$ cat config.mk
export PLATFORM = sky130hd
export DESIGN_NAME = fetch_unit
export DESIGN_NICKNAME = d
export VERILOG_FILES = /design/src/rtl/fetch_unit.sv
export SDC_FILE = /design/constraint.sdc
export NUM_CORES = 1
export LEC_CHECK = 0
export ABC_CLOCK_PERIOD_IN_PS = 5100
export BUFFER_PORTS_ARGS = -buffer_cell sky130_fd_sc_hd__buf_2
export CAP_MARGIN = 10
export CORE_MARGIN = 2
export CORE_UTILIZATION = 40
export CTS_CLUSTER_SIZE = 16
export DETAILED_ROUTE_END_ITERATION = 8
export MAX_ROUTING_LAYER = met4
export PLACE_DENSITY = 0.77
export SYNTH_ARGS = -nofsm -noshare
export SYNTH_HDL_FRONTEND = slang
export SYNTH_SLANG_ARGS = --single-unit
export TNS_END_PERCENT = 30
$ cat constraint.sdc
create_clock -name CLK -period 5.1 [get_ports CLK]
set_input_delay 0.255 -clock CLK [delete_from_list [all_inputs] [get_ports CLK]]
set_output_delay 0.255 -clock CLK [all_outputs]
set_load 0.03 [all_outputs]
$ cat src/rtl/fetch_unit.sv
// Instruction fetch front end: issues one request per instruction, buffers the
// returned word for decode, and latches a sticky fault on misalignment or timeout.
module fetch_unit #(
    parameter logic [63:0] RESET_PC = 64'h0,
    parameter int          TIMEOUT  = 255
) (
    input  logic        CLK,
    input  logic        Reset,
    input  logic [63:0] NextPC,
    output logic [63:0] CurrentPC,
    output logic        ImemReqValid,
    input  logic        ImemReqReady,
    output logic [63:0] ImemAddr,
    input  logic        ImemRespValid,
    input  logic [31:0] ImemRespData,
    output logic        InstrValid,
    output logic [31:0] Instruction,
    input  logic        DecodeReady,
    output logic        FetchFault
);

    localparam logic [1:0] S_REQ   = 2'd0;
    localparam logic [1:0] S_WAIT  = 2'd1;
    localparam logic [1:0] S_HOLD  = 2'd2;
    localparam logic [1:0] S_FAULT = 2'd3;

    // An 8-bit counter can only ever reach 255, so larger limits saturate there.
    localparam logic [8:0] TIMEOUT_W = (TIMEOUT > 255) ? 9'd255 : 9'(TIMEOUT);

    logic [1:0] state;
    logic [7:0] wait_cnt;
    logic [8:0] wait_cnt_inc;

    assign wait_cnt_inc = {1'b0, wait_cnt} + 9'd1;

    always_ff @(posedge CLK or posedge Reset) begin
        if (Reset) begin
            state       <= S_REQ;
            CurrentPC   <= RESET_PC;
            InstrValid  <= 1'b0;
            Instruction <= 32'h0;
            wait_cnt    <= 8'd0;
        end else begin
            case (state)
                S_REQ: begin
                    if (ImemReqReady) begin
                        state    <= S_WAIT;
                        wait_cnt <= 8'd0;
                    end
                end
                S_WAIT: begin
                    if (ImemRespValid) begin
                        Instruction <= ImemRespData;
                        InstrValid  <= 1'b1;
                        state       <= S_HOLD;
                    end else begin
                        wait_cnt <= wait_cnt_inc[7:0];
                        if (wait_cnt_inc >= TIMEOUT_W)
                            state <= S_FAULT;
                    end
                end
                S_HOLD: begin
                    // Misaligned targets are still loaded so debug can see them.
                    if (DecodeReady) begin
                        CurrentPC  <= NextPC;
                        InstrValid <= 1'b0;
                        state      <= (NextPC[1:0] == 2'b00) ? S_REQ : S_FAULT;
                    end
                end
                default: state <= S_FAULT;
            endcase
        end
    end

    // Reset gating keeps the request low during the reset pulse itself.
    assign ImemReqValid = (state == S_REQ) && !Reset;
    assign ImemAddr     = CurrentPC;
    assign FetchFault   = (state == S_FAULT);

endmodule

# Word level (Yosys, flattened, before mapping)
# Index checks and enable logic that the tools add are counted.
[word_totals]
regBits = 107
input_bits = 101
out_inout_bits = 163
elab_cells = 38
[op_classes]
add_sub_neg = 1
magnitude_cmp = 1
n_eq_ne = 8
n_mux = 12
n_reduce_logical = 11
[ops]
columns = ["operator", "n"]
rows = [
  ["2-to-1 mux 8 bit", 2],
  ["case mux 8 bit (2 select lines)", 1],
  ["2-to-1 mux 2 bit", 5],
  ["adder 8 x 1 -> 9 bit (second input constant)", 1],
  ["greater-or-equal comparator 9 x 8 -> 1 bit (second input constant)", 1],
  ["AND reduction 3 bit", 3],
  ["inequality test 2 bit (second input constant)", 4],
  ["case mux 2 bit (3 select lines)", 1],
  ["== test 2 bit (second input constant)", 2],
  ["logical NOT 2 bit", 2],
  ["AND reduction 2 bit", 2],
  ["nonzero test 2 bit", 2],
  ["inequality test 3 bit (second input constant)", 1],
  ["== test 2 x 1 -> 1 bit (second input constant)", 1],
  ["2-to-1 mux 1 bit", 2],
  ["case mux 1 bit (2 select lines)", 1],
  ["logical AND 1 bit", 1],
  ["logical NOT 1 bit", 1],
]

# Depth between registers and ports, before layout
[depth]
ltp_word = 5
mapped_depth = 6

# Least setup slack after synthesis
# Ideal clock, no wire load.
[synth_path]
path_type = "register -> output"
startpoint = "register state[0]"
endpoint = "output ImemReqValid"
arrival_time_ns = 1.209
setup_slack_ns = 3.636
stages_incl_launch_ff = 3
path_cell_list = "dfrtp_1 > buf_2 > nor3_1"
[synth_via]
elab_chain_cells = 2
[synth_rtl]
columns = ["element", "line_no", "source"]
rows = [
  ["start: declaration", "30", "logic [1:0] state;"],
  ["start signal: assignment", "67", "state <= (NextPC[1:0] == 2'b00) ? S_REQ : S_FAULT;"],
  ["logical NOT 2 bit", "76", "assign ImemReqValid = (state == S_REQ) && !Reset;"],
  ["logical AND 1 bit", "76", ""],
  ["end: declaration", "11", "output logic ImemReqValid,"],
]
# No other way between the ends.

# Final worst setup path
[layout_path]
startpoint = "register state[0]"
endpoint = "register CurrentPC[35]"
[layout_via]
elab_chain_cells = 2
[layout_rtl]
columns = ["element", "line_no", "source"]
rows = [
  ["== test 2 bit", "44", "case (state)"],
  ["AND reduction 2 bit (no source line)", "--", ""],
  ["end signal: assignment", "65", "CurrentPC <= NextPC;"],
  ["end: declaration", "10", "output logic [63:0] CurrentPC,"],
]
# No other way between the ends.
# A chain may end at the register's enable or synchronous reset.

==> results by group <==
Run status
  – Status: finished with violations
  – Failing checks: DRC, hold timing

Setup path
  – CP top delay family: buffers and inverters
  – Critical path origin: state[0]
  – WP depth: 3
  – Worst R2R Setup Slack: 3220 ps
  – Crit start category: register
  – RR Startpoint: state[0]
  – Setup CP Type: reg2reg
  – Worst Path Arrival: 2100 ps
  – Setup crit end kind: register
  – Worst reg-to-reg path cell count: 3
  – Reg2reg end: CurrentPC[35]
  – Critical Path Max Stage Delay: 610 ps
  – Critical Path RT: 5320 ps
  – Crit path max-delay cell type: buf_4
  – WP buf/inv: 1
  – Crit path cell chain: nand3b_1, buf_4, mux2_2
  – Crit Path Max Fanout: 65

Yosys
  – Post-synthesis adder-cell area fraction: 0.526%
  – Yosys warning count: 0
  – Top cells by area, synth: dfrtp_1 56%, mux2_2 23%, buf_4 10%
  – Simple-gate share of the synthesized area: 3.69%
  – Syn Nets: 453
  – Post-Synth XOR/XNOR Area: 0.553%
  – Seq/Total Area, Yosys: 56.3%
  – Largest family of logic cells by synthesized area: multiplexers
  – Cell Area, Synth: 4750 um^2
  – Multiplexer share of the synthesized area: 22.7%
  – Synth top area share: 56.3%
  – Area leader, netlist: dfrtp_1
  – Post-synthesis register bit count: 107
  – Syn Area/Cell: 13.6 um^2
  – Compound-Gate Fraction of Synth Area: 3.45%
  – Post-Syn Instances: 350
  – Synth unique cells: 32

Clock network
  – # clock sinks: 107
  – CTS Buf Count: 9
  – CTS tree: done
  – Number of H-tree levels: 3
  – CTS max path bufs: 2
  – Worst-Skew Late Latency: 340 ps
  – Hold_buf cts: 0
  – Post-CTS setup buffers: 0
  – Reg clk slew, reported paths: 70 ps
  – Resized Gates After CTS: 0
  – Root buffer cell: clkbuf_16

Route
  – Via count: 3319
  – Detailed-router iteration count before antenna repair: 6
  – Vias/cell: 4.80
  – DRC: 20
  – WL/cell: 15.3 um
  – Total wire length: 10600 um
  – Antenna viol nets, final: 0
  – Iter 0 DRT Violations: 154

Timing
  – Pin slew with the least headroom to its limit: 819 ps
  – Final setup TNS: 0 ps
  – Relative slew slack: 45.4%
  – Final Max Tran Viols: 0
  – Final WS setup: 3220 ps
  – Max Clock Freq: 0.533 GHz
  – Final setup vio count: 0
  – Worst Clk Skew: 5.31 ps
  – RSZ-0062 raised after global routing: no
  – Tcrit/Tclk final: 36.8%
  – Final min period: 1880 ps
  – Hold slack: -2.53 ps
  – Final hold vios: 2

Global routing
  – Initial antenna violation count: 1
  – Total Routing Usage GR: 16.5%
  – Global-route wire length before repair: 16200 um
  – Routing usage on met1: 19.6%
  – Busiest grt layer: met2
  – Grt ovf: 0
  – Number of global-route vias before repair: 3294
  – Met2 usage: 28.1%
  – M3 GR Usage: 2.68%
  – Largest net degree at the start of global routing: 66

Floorplan
  – Die Y: 113 um
  – Core Box Area: 11500 um^2
  – Die area: 12800 um^2
  – # rows: 39
  – Initial Util: 41.3%
  – Ports: 264
  – Die X-Extent: 113 um

Pwr
  – Worst IR Drop VDD: 0.000192 V
  – P per Cell Area: 505 nW/um^2
  – Pleak: 3.34 nW

Finish
  – P&R area growth vs syn: 24.7%
  – Commonest non-fill, non-tap cell in the layout: buf_2
  – Most frequent cells in the layout: 263 x buf_2, 107 x dfrtp_1, 96 x mux2_2
  – Layout cells sized above 1: 68.4%
  – Final Net Count: 651
  – Fin util: 51.5%

Place
  – I/O Buffers: 263
  – Pre-CTS setup slack: 3230 ps
  – Post-DP HPWL: 7950 um
  – GP Congestion: 0.763

Flow run
  – Max cap viols: 0

Hold path
  – HP Class: in2async
-- kinds of logic after synthesis --
group,after synthesis
mux,96
buf+inv,82
xor+xnor,3
fa+ha+maj,2
compound gates,26
flops,107
simple gates,34
-- metal layers --
metal / share of wire (%) / vias to the layer above
met5: 0 / -
met4: 2.1 / 0
met3: 6.3 / 17
met2: 52 / 152
met1: 40 / 1617
li1: - / 1533
-- report_power, final --
group / switching (mW) / leakage, nW / total (mW) / internal, mW
registers: 0.123 / 1.39 / 1.15 / 1.03
logic: 0.863 / 1.83 / 1.23 / 0.370
clock network: 0.280 / 0.122 / 0.610 / 0.330
total: 1.27 / 3.34 / 2.99 / 1.73
-- Yosys cell counts, drive strengths merged --
library cell,n
a21o,1
a21oi,2
a22oi,1
a31oi,1
a32oi,1
a41o,1
and2,2
and3,2
and4,1
buf,77
clkbuf,2
dfrtp,107
ha,2
inv,3
mux2,96
nand2,10
nand2b,2
nand3,3
nand3b,2
nand4b,1
nor2,8
nor2b,1
nor3,1
o2111ai,1
o21a,1
o21ai,12
o31ai,5
or3b,1
xnor2,1
xor2,2
-- sequential cells by signal, summed over array words and instances, names as in the netlist --
name	flops
CurrentPC	64
Instruction	32
wait_cnt	8
state	2
InstrValid	1
-- layout make-up --
cell class	count	area, um^2
multi-input cells	161	1470
flip-flops and latches	107	2680
diodes	1	2.50
clock inverters	1	5.00
well taps	143	179
fillers	1014	5590
repair buffers	266	1340
clock buffers	10	239
inverters	3	13.8
-- worst max path at each step --
stage	to	slack, ps
after floorplan	CurrentPC[0]	2030
after global placement	CurrentPC[36]	3300
after detailed placement	CurrentPC[35]	3230
after CTS	CurrentPC[35]	3220
after global routing	CurrentPC[35]	3080
final	CurrentPC[35]	3220
-- through the flow --
stage / total power, mW / cell area (um^2) / cells
finish: 2.99 / 5930 / 692
global route: 3.12 / 5930 / 692
CTS: 3.03 / 5920 / 691
detailed placement: 2.41 / 5680 / 680
global placement: 2.39 / 5680 / 680
floorplan: 2.20 / 4750 / 350
-- worst register-to-register path, cell delays in order (launching register included) --
cell and delay [ps]:
dfrtp_1 500, nand3b_1 150, buf_4 610, mux2_2 500
Power figures use the tool's default switching activity.
